===== src/rtl/ram_port_arbiter.sv =====
// Round-robin arbiter sharing one block-RAM port between two valid/ready requesters.
// A tag pipeline follows each access through the RAM read latency and routes the response home.
module ram_port_arbiter #(
  parameter int unsigned DATA_WIDTH = 32,
  parameter int unsigned ADDR_WIDTH = 32,
  parameter int unsigned RAM_SIZE   = 32'h20,
  parameter int unsigned RD_LATENCY = 1
) (
  input  logic                    clka,
  input  logic                    rsta_n,
  input  logic                    req_valid_m0,
  output logic                    req_ready_m0,
  input  logic [DATA_WIDTH/8-1:0] req_we_m0,
  input  logic [ADDR_WIDTH-1:0]   req_addr_m0,
  input  logic [DATA_WIDTH-1:0]   req_wdata_m0,
  input  logic                    req_valid_m1,
  output logic                    req_ready_m1,
  input  logic [DATA_WIDTH/8-1:0] req_we_m1,
  input  logic [ADDR_WIDTH-1:0]   req_addr_m1,
  input  logic [DATA_WIDTH-1:0]   req_wdata_m1,
  output logic                    rsp_valid_m0,
  output logic [DATA_WIDTH-1:0]   rsp_rdata_m0,
  output logic                    rsp_err_m0,
  output logic                    rsp_valid_m1,
  output logic [DATA_WIDTH-1:0]   rsp_rdata_m1,
  output logic                    rsp_err_m1,
  output logic                    mem_en,
  output logic [DATA_WIDTH/8-1:0] mem_we,
  output logic [ADDR_WIDTH-1:0]   mem_addr,
  output logic [DATA_WIDTH-1:0]   mem_din,
  input  logic [DATA_WIDTH-1:0]   mem_dout
);

  localparam int unsigned BW     = DATA_WIDTH / 8;
  localparam int unsigned Stages = RD_LATENCY + 1;

  typedef struct packed {
    logic vld;
    logic id;
    logic rd;
    logic err;
  } tag_t;

  logic                  ptr_q, ptr_d;
  logic                  grant0, grant1, accept, sel_id, in_range;
  logic [BW-1:0]         sel_we;
  logic [ADDR_WIDTH-1:0] sel_addr;
  logic [DATA_WIDTH-1:0] sel_wdata;
  tag_t                  tag_in, tag_out;
  tag_t [Stages-1:0]     tag_q;

  // ptr_q = 0 favours M0 on contention; ready is gated so it stays low in reset
  always_comb begin
    grant0    = rsta_n && req_valid_m0 && (!req_valid_m1 || !ptr_q);
    grant1    = rsta_n && req_valid_m1 && (!req_valid_m0 || ptr_q);
    accept    = grant0 || grant1;
    sel_id    = grant1;
    sel_we    = sel_id ? req_we_m1    : req_we_m0;
    sel_addr  = sel_id ? req_addr_m1  : req_addr_m0;
    sel_wdata = sel_id ? req_wdata_m1 : req_wdata_m0;
    in_range  = sel_addr < ADDR_WIDTH'(RAM_SIZE);
    ptr_d     = grant0 ? 1'b1 : (grant1 ? 1'b0 : ptr_q);
    tag_in    = '0;
    if (accept) begin
      tag_in.vld = 1'b1;
      tag_in.id  = sel_id;
      tag_in.rd  = (sel_we == '0);
      tag_in.err = !in_range;
    end
    tag_out = tag_q[RD_LATENCY];
  end

  assign req_ready_m0 = grant0;
  assign req_ready_m1 = grant1;

  always_ff @(posedge clka or negedge rsta_n) begin
    if (!rsta_n) begin
      ptr_q    <= 1'b0;
      mem_en   <= 1'b0;
      mem_we   <= '0;
      mem_addr <= '0;
      mem_din  <= '0;
      tag_q    <= '0;
    end else begin
      ptr_q    <= ptr_d;
      mem_en   <= accept && in_range;
      mem_we   <= (accept && in_range) ? sel_we    : '0;
      mem_addr <= (accept && in_range) ? sel_addr  : '0;
      mem_din  <= (accept && in_range) ? sel_wdata : '0;
      tag_q[0] <= tag_in;
      for (int i = 1; i < int'(Stages); i++) begin
        tag_q[i] <= tag_q[i-1];
      end
    end
  end

  // The last tag stage lines up with mem_dout of the same access
  always_ff @(posedge clka or negedge rsta_n) begin
    if (!rsta_n) begin
      rsp_valid_m0 <= 1'b0;
      rsp_rdata_m0 <= '0;
      rsp_err_m0   <= 1'b0;
      rsp_valid_m1 <= 1'b0;
      rsp_rdata_m1 <= '0;
      rsp_err_m1   <= 1'b0;
    end else begin
      rsp_valid_m0 <= tag_out.vld && !tag_out.id;
      rsp_err_m0   <= tag_out.vld && !tag_out.id && tag_out.err;
      rsp_rdata_m0 <= (tag_out.vld && !tag_out.id && tag_out.rd && !tag_out.err) ? mem_dout : '0;
      rsp_valid_m1 <= tag_out.vld && tag_out.id;
      rsp_err_m1   <= tag_out.vld && tag_out.id && tag_out.err;
      rsp_rdata_m1 <= (tag_out.vld && tag_out.id && tag_out.rd && !tag_out.err) ? mem_dout : '0;
    end
  end

endmodule


===== config.mk =====
export PLATFORM = sky130hd
export DESIGN_NAME = ram_port_arbiter
export DESIGN_NICKNAME = d
export VERILOG_FILES = /design/src/rtl/ram_port_arbiter.sv
export SDC_FILE = /design/constraint.sdc
export NUM_CORES = 1
export LEC_CHECK = 0
export ABC_AREA = 1
export CORE_ASPECT_RATIO = 1.1
export CORE_MARGIN = 2
export CORE_UTILIZATION = 42
export CTS_CLUSTER_SIZE = 10
export DETAILED_ROUTE_END_ITERATION = 10
export PLACE_DENSITY_LB_ADDON = 0.25
export SLEW_MARGIN = 5
export SYNTH_ARGS = -nofsm -noshare
export SYNTH_HDL_FRONTEND = slang
export SYNTH_SLANG_ARGS = --single-unit

===== constraint.sdc =====
create_clock -name clka -period 3.4 [get_ports clka]
set_input_delay 1.02 -clock clka [delete_from_list [all_inputs] [get_ports clka]]
set_output_delay 1.02 -clock clka [all_outputs]
set_load 0.05 [all_outputs]

==> impl_metrics.json <==
{
  "outcome": "completed",
  "cts_setup_buffers": 0,
  "first_pass_iters": 4,
  "wl_um": 15700,
  "hold_viol": 0,
  "cts_sinks": 146,
  "r2r_setup_slack_ps": 1280,
  "synth_top_cells_by_area": "dfrtp_1, nand2_1, inv_1",
  "antenna_left": 0,
  "setup_violations": 0,
  "gr-total-overflow": 0,
  "min_path_type": "reg2reg",
  "synth.distinct_cells": 24,
  "min_to": "tag_out[3]",
  "n_antenna_cell": 0,
  "netlist.area_leader.share": 0.639,
  "dieWidth_um": 115,
  "fmax_mhz": 309,
  "fin_tns_setup_ps": 0,
  "synth_edf_count": 0,
  "synth_area_um2": 5720,
  "dieArea_um2": 14600,
  "avgSynthCellArea_um2": 9.24,
  "grt_pass1_vias": 4904,
  "ys_ff_latch": 146,
  "avgViaCountPerCell": 4.28,
  "r2r-end": "mem_din[16]",
  "syn2layout_area_growth_pct": 70.8,
  "core_um2": 13300,
  "ys_warn_count": 0,
  "yosysSeqAreaShare": 0.639,
  "start_util": 0.431,
  "critPathRequiredTime_ps": 2380,
  "dp_hpwl_um": 12000,
  "reg2regPathDepth": 13,
  "cp-end-kind": "primary output",
  "vias": 4966,
  "drt_iter0_markers": 263,
  "grt_pass1_wl_um": 24300,
  "path_clk_slew_ps": 60,
  "dieHeight_um": 126,
  "fill_cells": 981,
  "cp-start-kind": "input port",
  "peakVddDrop_uv": 329,
  "hold_start": "tag_q[3]",
  "holdBufCountCts": 0,
  "cts_tree": "done",
  "critPathKind": "in2out",
  "critPathMaxFanout": 4,
  "grt_max_degree": 79,
  "rows": 44,
  "antenna_found_initial": 0,
  "hold_depth": 0,
  "finalNetCount": 1135,
  "grt_usage": 0.220,
  "finalCritPeriodShare": 0.952,
  "synth_top_area_cell": "dfrtp_1",
  "synth.most_common_cell": "nand2_1",
  "synthTopCellsByCount": "nand2_1, dfrtp_1, inv_1",
  "crit_arrival_ps": 2220,
  "maxCapViolCount": 0,
  "worst_slew_margin_rel": 0.384,
  "synthArstFlopShare": 1.00,
  "numCtsBuffers": 17,
  "fin_skew_ps": 4.39,
  "ctsRootBufferMaster": "clkbuf_16",
  "leakage_nw": 5.02,
  "slew_viol_final": 0,
  "cts_resized": 0,
  "cts_buffer_depth": 2,
  "ioPinCount": 311,
  "finish.instance_area_um2": 9770,
  "drc": 0,
  "ys.flop_type": "dfrtp_1",
  "postPlaceCellArea_um2": 9140,
  "cellPowerDensity_nw_per_um2": 442,
  "clock_latency_ps": 400,
  "reg2reg_from": "ptr_q",
  "worst_pin_slew_ps": 924,
  "gp_congestion": 0.787,
  "rsz0062_at_grt": "false",
  "finalCriticalPeriod_ps": 3240,
  "drt-wirelength-per-cell_um": 13.5,
  "whs_ps": 348,
  "io_buffers": 310,
  "drive_gt1_frac": 0.0964,
  "cts_htree_levels": 4,
  "synth_cells": 619
}
[kinds of logic (layout without fill, tap and decap cells)]
family / after synthesis / count (layout) / synth area share
AND/OR/NAND/NOR: 327 / 327 / 0.249
flip-flops: 146 / 146 / 0.639
buffers and inverters: 132 / 462 / 0.0963
AO/OA/AOI/OAI: 9 / 9 / 0.00831
multiplexers: 4 / 4 / 0.00700
other: 1 / 27 / 0.000656
[where the power goes]
| part | total, mW | internal, mW | switching (mW) | leakage (nW) |
|---|---|---|---|---|
| clock network | 1.96 | 1.24 | 0.722 | 0.311 |
| logic | 0.580 | 0.280 | 0.299 | 2.75 |
| registers | 1.78 | 1.77 | 0.00970 | 1.97 |
| total | 4.32 | 3.29 | 1.03 | 5.02 |
[sequential cells by signal, indices dropped and copies added, names as in the netlist, 4 cells and up]
signal        count
mem_we            4
tag_out           4
rsp_rdata_m1     32
mem_addr         32
rsp_rdata_m0     32
tag_q             4
mem_din          32
[final cells by class]
type	instances	area [µm²]	share of cell area
Tap cell	184	230	0.0236
Timing Repair Buffer	324	3230	0.331
Clock buffer	17	425	0.0435
Multi-Input combinational cell	367	1620	0.166
Sequential cell	146	3650	0.374
Clock inverter	14	205	0.0210
Inverter	107	402	0.0411
[worst max-delay path by stage]
stage	slack, ps	cells after the start	start	endpoint
3_3_place_gp	220	13	req_valid_m0	mem_din[6]
3_5_place_dp	130	13	req_valid_m0	mem_din[10]
5_1_grt	100	4	req_valid_m0	req_ready_m0
4_1_cts	160	4	req_valid_m0	req_ready_m0
6_report	160	4	req_valid_m0	req_ready_m0
2_1_floorplan	320	3	req_valid_m1	req_ready_m1
[stage by stage]
step	worst slack, ps	std cells	util	power, mW
floorplan	322	645	-	2.06
global placement	225	1128	0.689	2.39
detailed placement	133	1128	0.689	2.39
CTS	164	1159	0.736	4.36
global route	95.1	1159	0.736	4.48
finish	162	1159	0.736	4.32
[per-layer routing]
metal | routed length [µm] | up-vias | part of all wire | global-route usage
li1 | - | 2440 | - | -
met1 | 5460 | 2272 | 0.35 | 0.231
met2 | 8330 | 227 | 0.53 | 0.398
met3 | 1410 | 25 | 0.090 | 0.0803
met4 | 459 | 2 | 0.029 | 0.0850
met5 | 5 | - | 0.00032 | 0
[cell usage in the layout, fill, tap and decap left out]
master	netlist	layout
bufinv_16	0	4
dfrtp_1	146	146
nand3_2	1	1
nand2_2	1	1
clkdlybuf4s50_1	0	307
inv_2	2	2
a21oi_1	4	3
or2_2	1	1
nand4_1	1	1
o21ai_0	3	3
nand3b_1	19	19
o21ai_1	1	1
clkbuf_16	0	17
a21oi_4	0	1
nand3_1	5	5
conb_1	1	27
o21bai_1	1	1
inv_8	0	2
inv_6	0	2
mux2i_1	4	4
clkinv_4	0	4
clkinv_2	0	2
buf_4	3	14
nor2_1	78	78
inv_1	105	105
buf_6	5	1
buf_12	0	2
nand2_4	1	1
nand2_1	181	181
nor2_2	39	39
[critical path, cell delays in order]
cell and delay [ps]:
clkdlybuf4s50_1 580, nand2_1 80, a21oi_1 340, buf_12 190
No activity file was read; power rests on OpenSTA's default activity.
